`src/rtl/load_store_unit.sv`:
```
// Data-memory initiator: one request at a time, byte/half/word loads and stores on a
// word-only memory, using read-modify-write for sub-word stores. Big-endian lanes.
module load_store_unit #(
    parameter int DATA_WIDTH = 32,
    parameter int ADDR_WIDTH = 13
) (
    input  logic                  clk,
    input  logic                  rst,
    input  logic                  req_valid,
    output logic                  req_ready,
    input  logic                  req_we,
    input  logic [1:0]            req_size,
    input  logic                  req_unsigned,
    input  logic [ADDR_WIDTH+1:0] req_addr,
    input  logic [DATA_WIDTH-1:0] req_wdata,
    output logic                  resp_valid,
    output logic [DATA_WIDTH-1:0] resp_rdata,
    output logic                  resp_err,
    output logic [ADDR_WIDTH-1:0] mem_address,
    output logic                  mem_cs,
    output logic                  mem_we,
    output logic [DATA_WIDTH-1:0] mem_wdata,
    input  logic [DATA_WIDTH-1:0] mem_rdata
);

    typedef enum logic [2:0] {IDLE, RD_ISSUE, RD_WAIT, WR_ISSUE, RESP} state_t;

    localparam logic [1:0] SZ_BYTE = 2'b00;
    localparam logic [1:0] SZ_HALF = 2'b01;
    localparam logic [1:0] SZ_WORD = 2'b10;

    state_t                  state_q, state_d;
    logic                    we_q, we_d;
    logic [1:0]              size_q, size_d;
    logic                    uns_q, uns_d;
    logic [1:0]              off_q, off_d;
    logic [DATA_WIDTH-1:0]   wdata_q, wdata_d;
    logic                    ready_q, ready_d;
    logic                    rvalid_q, rvalid_d;
    logic [DATA_WIDTH-1:0]   rdata_q, rdata_d;
    logic                    err_q, err_d;
    logic [ADDR_WIDTH-1:0]   addr_q, addr_d;
    logic                    cs_q, cs_d;
    logic                    mwe_q, mwe_d;
    logic [DATA_WIDTH-1:0]   mwdata_q, mwdata_d;

    logic                    req_bad;
    logic [4:0]              shamt;
    logic [DATA_WIDTH-1:0]   lane_mask;
    logic [DATA_WIDTH-1:0]   lane;
    logic [DATA_WIDTH-1:0]   load_val;
    logic [DATA_WIDTH-1:0]   merged;

    assign req_bad = (req_size == 2'b11)
                  || (req_size == SZ_HALF && req_addr[0])
                  || (req_size == SZ_WORD && req_addr[1:0] != 2'b00);

    // Big-endian lane position: offset 0 is the most significant byte/half.
    always_comb begin
        shamt     = '0;
        lane_mask = '1;
        if (size_q == SZ_BYTE) begin
            shamt     = {2'd3 - off_q, 3'b000};
            lane_mask = {{(DATA_WIDTH-8){1'b0}}, 8'hFF};
        end else if (size_q == SZ_HALF) begin
            shamt     = {~off_q[1], 4'b0000};
            lane_mask = {{(DATA_WIDTH-16){1'b0}}, 16'hFFFF};
        end
    end

    always_comb begin
        lane     = mem_rdata >> shamt;
        load_val = mem_rdata;
        if (size_q == SZ_BYTE)
            load_val = {{(DATA_WIDTH-8){~uns_q & lane[7]}}, lane[7:0]};
        else if (size_q == SZ_HALF)
            load_val = {{(DATA_WIDTH-16){~uns_q & lane[15]}}, lane[15:0]};
        merged = (mem_rdata & ~(lane_mask << shamt)) | ((wdata_q & lane_mask) << shamt);
    end

    always_comb begin
        state_d  = state_q;
        we_d     = we_q;
        size_d   = size_q;
        uns_d    = uns_q;
        off_d    = off_q;
        wdata_d  = wdata_q;
        rdata_d  = rdata_q;
        err_d    = err_q;
        addr_d   = addr_q;
        mwdata_d = mwdata_q;

        case (state_q)
            IDLE: begin
                if (req_valid) begin
                    we_d    = req_we;
                    size_d  = req_size;
                    uns_d   = req_unsigned;
                    off_d   = req_addr[1:0];
                    wdata_d = req_wdata;
                    rdata_d = '0;
                    if (req_bad) begin
                        err_d   = 1'b1;
                        state_d = RESP;
                    end else begin
                        err_d  = 1'b0;
                        addr_d = req_addr[ADDR_WIDTH+1:2];
                        if (req_we && req_size == SZ_WORD) begin
                            mwdata_d = req_wdata;
                            state_d  = WR_ISSUE;
                        end else begin
                            state_d = RD_ISSUE;
                        end
                    end
                end
            end
            RD_ISSUE: state_d = RD_WAIT;
            RD_WAIT: begin
                if (we_q) begin
                    mwdata_d = merged;
                    state_d  = WR_ISSUE;
                end else begin
                    rdata_d = load_val;
                    state_d = RESP;
                end
            end
            WR_ISSUE: state_d = RESP;
            RESP: begin
                rdata_d = '0;
                err_d   = 1'b0;
                state_d = IDLE;
            end
            default: state_d = IDLE;
        endcase

        // Handshake and memory strobes are registered copies of the next state.
        ready_d  = (state_d == IDLE);
        rvalid_d = (state_d == RESP);
        cs_d     = (state_d == RD_ISSUE) || (state_d == WR_ISSUE);
        mwe_d    = (state_d == WR_ISSUE);
    end

    always_ff @(posedge clk) begin
        if (rst) begin
            state_q  <= IDLE;
            we_q     <= 1'b0;
            size_q   <= '0;
            uns_q    <= 1'b0;
            off_q    <= '0;
            wdata_q  <= '0;
            ready_q  <= 1'b1;
            rvalid_q <= 1'b0;
            rdata_q  <= '0;
            err_q    <= 1'b0;
            addr_q   <= '0;
            cs_q     <= 1'b0;
            mwe_q    <= 1'b0;
            mwdata_q <= '0;
        end else begin
            state_q  <= state_d;
            we_q     <= we_d;
            size_q   <= size_d;
            uns_q    <= uns_d;
            off_q    <= off_d;
            wdata_q  <= wdata_d;
            ready_q  <= ready_d;
            rvalid_q <= rvalid_d;
            rdata_q  <= rdata_d;
            err_q    <= err_d;
            addr_q   <= addr_d;
            cs_q     <= cs_d;
            mwe_q    <= mwe_d;
            mwdata_q <= mwdata_d;
        end
    end

    assign req_ready   = ready_q;
    assign resp_valid  = rvalid_q;
    assign resp_rdata  = rdata_q;
    assign resp_err    = err_q;
    assign mem_address = addr_q;
    assign mem_cs      = cs_q;
    assign mem_we      = mwe_q;
    assign mem_wdata   = mwdata_q;

endmodule

```
`config.mk`:
```
export PLATFORM = sky130hd
export DESIGN_NAME = load_store_unit
export DESIGN_NICKNAME = d
export VERILOG_FILES = /design/src/rtl/load_store_unit.sv
export SDC_FILE = /design/constraint.sdc
export NUM_CORES = 1
export LEC_CHECK = 0
export CAP_MARGIN = 20
export CORE_MARGIN = 2
export CORE_UTILIZATION = 48
export DETAILED_ROUTE_END_ITERATION = 10
export MAX_ROUTING_LAYER = met4
export PLACE_DENSITY = 0.78
export SETUP_SLACK_MARGIN = 0.02
export SKIP_CTS_REPAIR_TIMING = 1
export SLEW_MARGIN = 20
export SYNTH_ARGS = -nofsm -noshare
export SYNTH_HDL_FRONTEND = slang
export SYNTH_SLANG_ARGS = --single-unit
export TNS_END_PERCENT = 20
```
`constraint.sdc`:
```
create_clock -name clk -period 2.45 [get_ports clk]
set_clock_uncertainty 0.1 [all_clocks]
set_input_delay 0.49 -clock clk [delete_from_list [all_inputs] [get_ports clk]]
set_output_delay 0.49 -clock clk [all_outputs]
set_load 0.01 [all_outputs]
```
# ---- Yosys cells after proc, flatten, opt, wreduce, memory -nomap -nowiden
# Cells that the tools add are included.
dict set report totals {
  reg_bits 123
  out_inout_bits 82
  elab_cells 83
}
dict set report op_classes {
  add_sub_neg 1
  eq_ne 16
  shift 3
  mux 22
  bitwise_logic 9
  n_reduce_logical 18
}
# op n
set op_table {}
lappend op_table {{32-bit two-way mux} 10}
lappend op_table {{32-bit case mux with 3 select lines} 1}
lappend op_table {{32-bit AND} 2}
lappend op_table {{32-bit case mux with 2 select lines} 1}
lappend op_table {{32-bit by 5-bit << shifter with 32-bit output} 2}
lappend op_table {{32-bit NOT} 1}
lappend op_table {{32-bit bitwise OR} 1}
lappend op_table {{32-bit by 5-bit right shift with 16-bit output} 1}
lappend op_table {{3-bit case mux with 4 select lines} 1}
lappend op_table {{5-bit two-way mux} 2}
lappend op_table {{2-bit inequality test (second input constant)} 5}
lappend op_table {{3-bit by 2-bit == test with 1-bit output (second input constant)} 3}
lappend op_table {{3-bit two-way mux} 3}
lappend op_table {{3-bit by 1-bit == test with 1-bit output (second input constant)} 2}
lappend op_table {{3-bit == test (second input constant)} 2}
lappend op_table {{3-bit logical NOT} 2}
lappend op_table {{3-bit AND reduction} 2}
lappend op_table {{2-bit nonzero test} 3}
lappend op_table {{5-bit AND reduction} 1}
lappend op_table {{2-bit by 1-bit == test with 1-bit output (second input constant)} 2}
lappend op_table {{2-bit == test (second input constant)} 2}
lappend op_table {{2-bit AND reduction} 2}
lappend op_table {{1-bit logical AND} 3}
lappend op_table {{1-bit logical OR} 3}
lappend op_table {{other kinds (8)} 12}

# ---- Logic depth before layout (Yosys ltp)
dict set report logic_depth {
  depth_word 9
  depth_mapped 9
  mapped_depth_nobuf 5
}

# ---- Worst setup path after synthesis
# OpenSTA, ideal clock, no wires.
dict set report synth_timing {
  path_type {register to register}
  from {reg size_q[0]}
  to {reg rdata_q[22], in the netlist resp_rdata[22]}
  arrival_time_ns 1.778
  required_time_ns 2.280
  path_slack_ns 0.502
  path_stages_with_launch 10
  synth_period_minus_slack_ns 1.948
  path_cell_list {dfxtp_1 -> buf_6 -> or2_1 -> buf_6 -> a21oi_4 -> buf_8 -> o221ai_4 -> buf_6 -> or3_1 -> a21oi_1}
}
dict set report synth_between {
  elab_chain_len 9
  word_cells_on_any_way 11
  cone_classes {eq/ne (1); shift (1); mux (6); bitwise (2); reduce/logical (1)}
}
# element line_no
set synth_lines {}
lappend synth_lines {{start: declaration} 34} ;# logic [1:0] size_q, size_d;
lappend synth_lines {{start signal: assignment} 162} ;# size_q <= size_d;
lappend synth_lines {{2-bit by 1-bit == test with 1-bit output} {65, 76}}
lappend synth_lines {{5-bit two-way mux} 65} ;# end else if (size_q == SZ_HALF) begin
lappend synth_lines {{5-bit two-way mux} 62} ;# if (size_q == SZ_BYTE) begin
lappend synth_lines {{32-bit by 5-bit right shift with 16-bit output} 72} ;# lane = mem_rdata >> shamt;
lappend synth_lines {{1-bit AND} 77} ;# load_val = {{(DATA_WIDTH-16){~uns_q & lane[15]}}, lane[15:0]};
lappend synth_lines {{32-bit two-way mux} 76} ;# else if (size_q == SZ_HALF)
lappend synth_lines {{32-bit two-way mux *} 74} ;# if (size_q == SZ_BYTE)
lappend synth_lines {{32-bit two-way mux *} 119} ;# if (we_q) begin
lappend synth_lines {{32-bit case mux with 3 select lines *} 93} ;# case (state_q)
lappend synth_lines {{end signal: assignment} 168} ;# rdata_q <= rdata_d;
lappend synth_lines {{end: declaration} 40} ;# logic [DATA_WIDTH-1:0] rdata_q, rdata_d;
# Every way passes the cells marked *; elsewhere a longest branch is shown, timed or not. The select of a mux whose other input is x is not followed.
# A chain may end at the register's enable or synchronous reset.

# ---- Final worst setup path
dict set report layout_timing {
  from {reg off_q[1]}
  to {reg mwdata_q[22], in the netlist mem_wdata[22]}
}
dict set report layout_between {
  elab_chain_len 9
  word_cells_on_any_way 11
  cone_classes {add/sub (1); shift (2); mux (4); bitwise (4)}
}
# element line_no
set layout_lines {}
lappend layout_lines {{start: declaration} 36} ;# logic [1:0] off_q, off_d;
lappend layout_lines {{start signal: assignment} 149} ;# off_q <= '0;
lappend layout_lines {{start signal: assignment} 164} ;# off_q <= off_d;
lappend layout_lines {{parallel branches: the longest is 2 deep, another holds 2-bit subtractor} --}
lappend layout_lines {{5-bit two-way mux *} 62}
lappend layout_lines {{32-bit by 5-bit << shifter with 32-bit output} 78} ;# merged = (mem_rdata & ~(lane_mask << shamt)) | ((wdata_q & lane_mask) << shamt);
lappend layout_lines {{32-bit NOT} 78}
lappend layout_lines {{32-bit AND} 78}
lappend layout_lines {{32-bit bitwise OR *} 78}
lappend layout_lines {{32-bit two-way mux *} 119}
lappend layout_lines {{32-bit case mux with 2 select lines *} 93}
lappend layout_lines {{end signal: assignment} 173} ;# mwdata_q <= mwdata_d;
lappend layout_lines {{end: declaration} 45} ;# logic [DATA_WIDTH-1:0] mwdata_q, mwdata_d;
# Every way passes the cells marked *. The select of a mux whose other input is x is not followed.

==> results.cfg <==
[outcome]
outcome = completed

[worst_setup_path]
arrival_ns = 2.43
path_buf_inv = 0
critPathCapture = mem_wdata[22]
cp.required_ns = 2.69
crit_path_max_incr_delay_ns = 0.49
critPathMaxFanout = 11
worstRegToRegCells = 5
slowest_stage = nor2_1
path_cells = or2_2, nor2_1, a221oi_1, a211o_1, a21oi_1
critPathLaunch = off_q[1]
critical_path_class = reg2reg
cp.depth = 5
start_kind = register
end_kind = register
path_delay_family = simple AND/OR/NAND/NOR gates
r2r_start = off_q[1]
reg2reg_to = mem_wdata[22]
reg2reg_slack_ns = 0.26

[routing]
via_count = 6512
viasPerCell = 6.17
antenna_left = 0
avgRoutedWirePerCell_um = 19.9
post-route-drc-count = 0
drt-total-wl_um = 21000
dr.pass1.iters = 7
first_iter_violations = 755

[pwr]
switching_power_mw = 1.65
p_seq_frac = 0.354
pwr_density_cell_nw_per_um2 = 731
combPwrFrac = 0.182
p_clk_frac = 0.463
p_sw_frac = 0.266
p_int_mw = 4.55
ir_drop_mv = 0.529
power_leakage_nw = 3.10

[grt]
grt_pass1_wl_um = 31900
grt_usage = 0.322
antenna_found_initial = 0
overflow = 0
grt_max_degree = 71
grt_pass1_vias = 6170

[cells_and_area]
final_area_um2 = 8480
diodes = 0
drive_gt1_frac = 0.0847
fillers = 953
fin_util = 0.706
area_delta_synth_final_pct = 43.6
seqCellArea_um2 = 2460
finalNonFillerCells = 1056
multi_input_area_um2 = 3130
nets = 982

[sta]
max_freq_ghz = 0.456
fin_crit_sh = 0.896
setup_ws_ns = 0.256
setup_violations = 0
hold_viol = 0
rsz0062_at_grt = false
drv_slew = 0
fin_tns_setup_ns = 0
tightest_slew_ns = 0.834
layout_min_cycle_time_ns = 2.19
relSlewSlack = 0.440

[logic_synthesis]
synth_ff_type = dfxtp_1
async_flop_share = 0
ys_types = 45
synthTopCellsByArea = dfxtp_1 (42%), a21oi_1 (11%), nand2_1 (9.7%)
syn_area_per_cell_um2 = 8.03
synth_edf_count = 0
synth_common_cells = nand2_1 (152), a21oi_1 (130), dfxtp_1 (123), clkbuf_1 (45), nor2_1 (40)
yosysSeqAreaShare = 0.417
yosysMostFrequentCell = nand2_1
synth_area_leader_cell = dfxtp_1
yosys.area.top_type_share = 0.417
yosys_warnings = 0
synthesis.area_um2 = 5910
ys_seq_elements = 123
syn-num-nets = 821
syn_inst = 735

[clock_tree]
numCtsBuffers = 17
clkTransAtPathRegs_ns = 0.06
htree_levels = 4
cts.path.max_buffers = 2
clock-sinks = 123
cts_tree = done
ctsRootBufferMaster = clkbuf_16
clock_latency_ns = 0.41

[die]
die-area_um2 = 13200
core_area_um2 = 12000
rows = 40
die_w_um = 115
ios = 168
die_height_um = 115
initial_utilization = 0.492

[placement]
placed_cell_area_um2 = 7800
place_inst = 1024
io_buffers = 167
place.gp.congestion = 0.980
place_ws_ns = -0.103
hpwl_um = 14700

[run]
cap_violations = 0

[hold_path]
hold_class = reg2reg
[sequential cells by signal, indices dropped and copies added (netlist names)]
register,cells
mem_address,13
wdata_q,32
mem_cs,1
we_q,1
resp_rdata,32
resp_err,1
state_q,3
resp_valid,1
mem_wdata,32
uns_q,1
size_q,2
req_ready,1
off_q,2
mem_we,1
[power by group through the flow]
stage | Sequential (mW) | Combinational [mW] | Clock, mW
global placement | 2.23 | 1.07 | 0
floorplan | 2.23 | 0.606 | 0
global route | 2.21 | 1.21 | 2.97
detailed placement | 2.23 | 1.10 | 0
finish | 2.20 | 1.13 | 2.87
CTS | 2.19 | 1.11 | 2.88
[through the flow]
stage	power (mW)	hold slack, ns
after global placement	3.30	0.342
after detailed placement	3.33	0.348
after CTS	6.18	0.358
final	6.20	0.359
after global routing	6.38	0.378
after floorplan	2.83	0.336
[layer usage]
metal | part of all wire | track usage
met3 | 0.10 | 0.0733
met1 | 0.40 | 0.407
met2 | 0.46 | 0.491
met4 | 0.038 | 0.145
met5 | 0 | -
[cells in the final DEF, fill, tap and decap left out, types with 6 or more instances in the layout]
cell	count
a211o_1	8
nand2_1	152
bufinv_16	6
nor2_1	40
a22o_1	9
o32ai_1	7
nand3_1	8
clkbuf_16	17
a221oi_1	9
o22ai_1	9
inv_1	10
clkdlybuf4s50_1	166
mux2i_1	28
nand2b_1	22
o2bb2ai_1	8
buf_4	34
a22oi_1	30
or3_1	17
o221ai_1	16
dfxtp_1	122
a221o_1	16
a21oi_1	130
[worst register-to-register path: stages, from the launching register on]
cell      delay [ns]
dfxtp_1         0.43
or2_2           0.48
nor2_1          0.49
a221oi_1        0.17
a211o_1         0.31
a21oi_1         0.15
[layout make-up]
cell class,instances,share of cell area
Clock buffer,21,0.0543
Clock inverter,11,0.0254
Inverter,12,0.00531
Multi-Input combinational cell,538,0.369
Sequential cell,123,0.290
Tap cell,147,0.0217
Timing Repair Buffer,204,0.234
[how the worst min path moves through the flow]
stage,slack [ns],start,end,cells after the start
after floorplan,0.34,wdata_q[16],wdata_q[16],2
after CTS,0.36,wdata_q[16],wdata_q[16],2
after global placement,0.34,wdata_q[27],wdata_q[27],2
after detailed placement,0.35,mem_wdata[31],mem_wdata[31],2
final,0.36,wdata_q[30],wdata_q[30],2
after global routing,0.38,mem_wdata[25],mem_wdata[25],2
[kinds of logic after synthesis]
kind of cell / count (synthesis) / synth area share
AO/OA/AOI/OAI: 255 / 0.291
buffers and inverters: 74 / 0.0544
flip-flops: 123 / 0.417
multiplexers: 30 / 0.0513
AND/OR/NAND/NOR: 253 / 0.186
(Power assumes the default switching activity.)
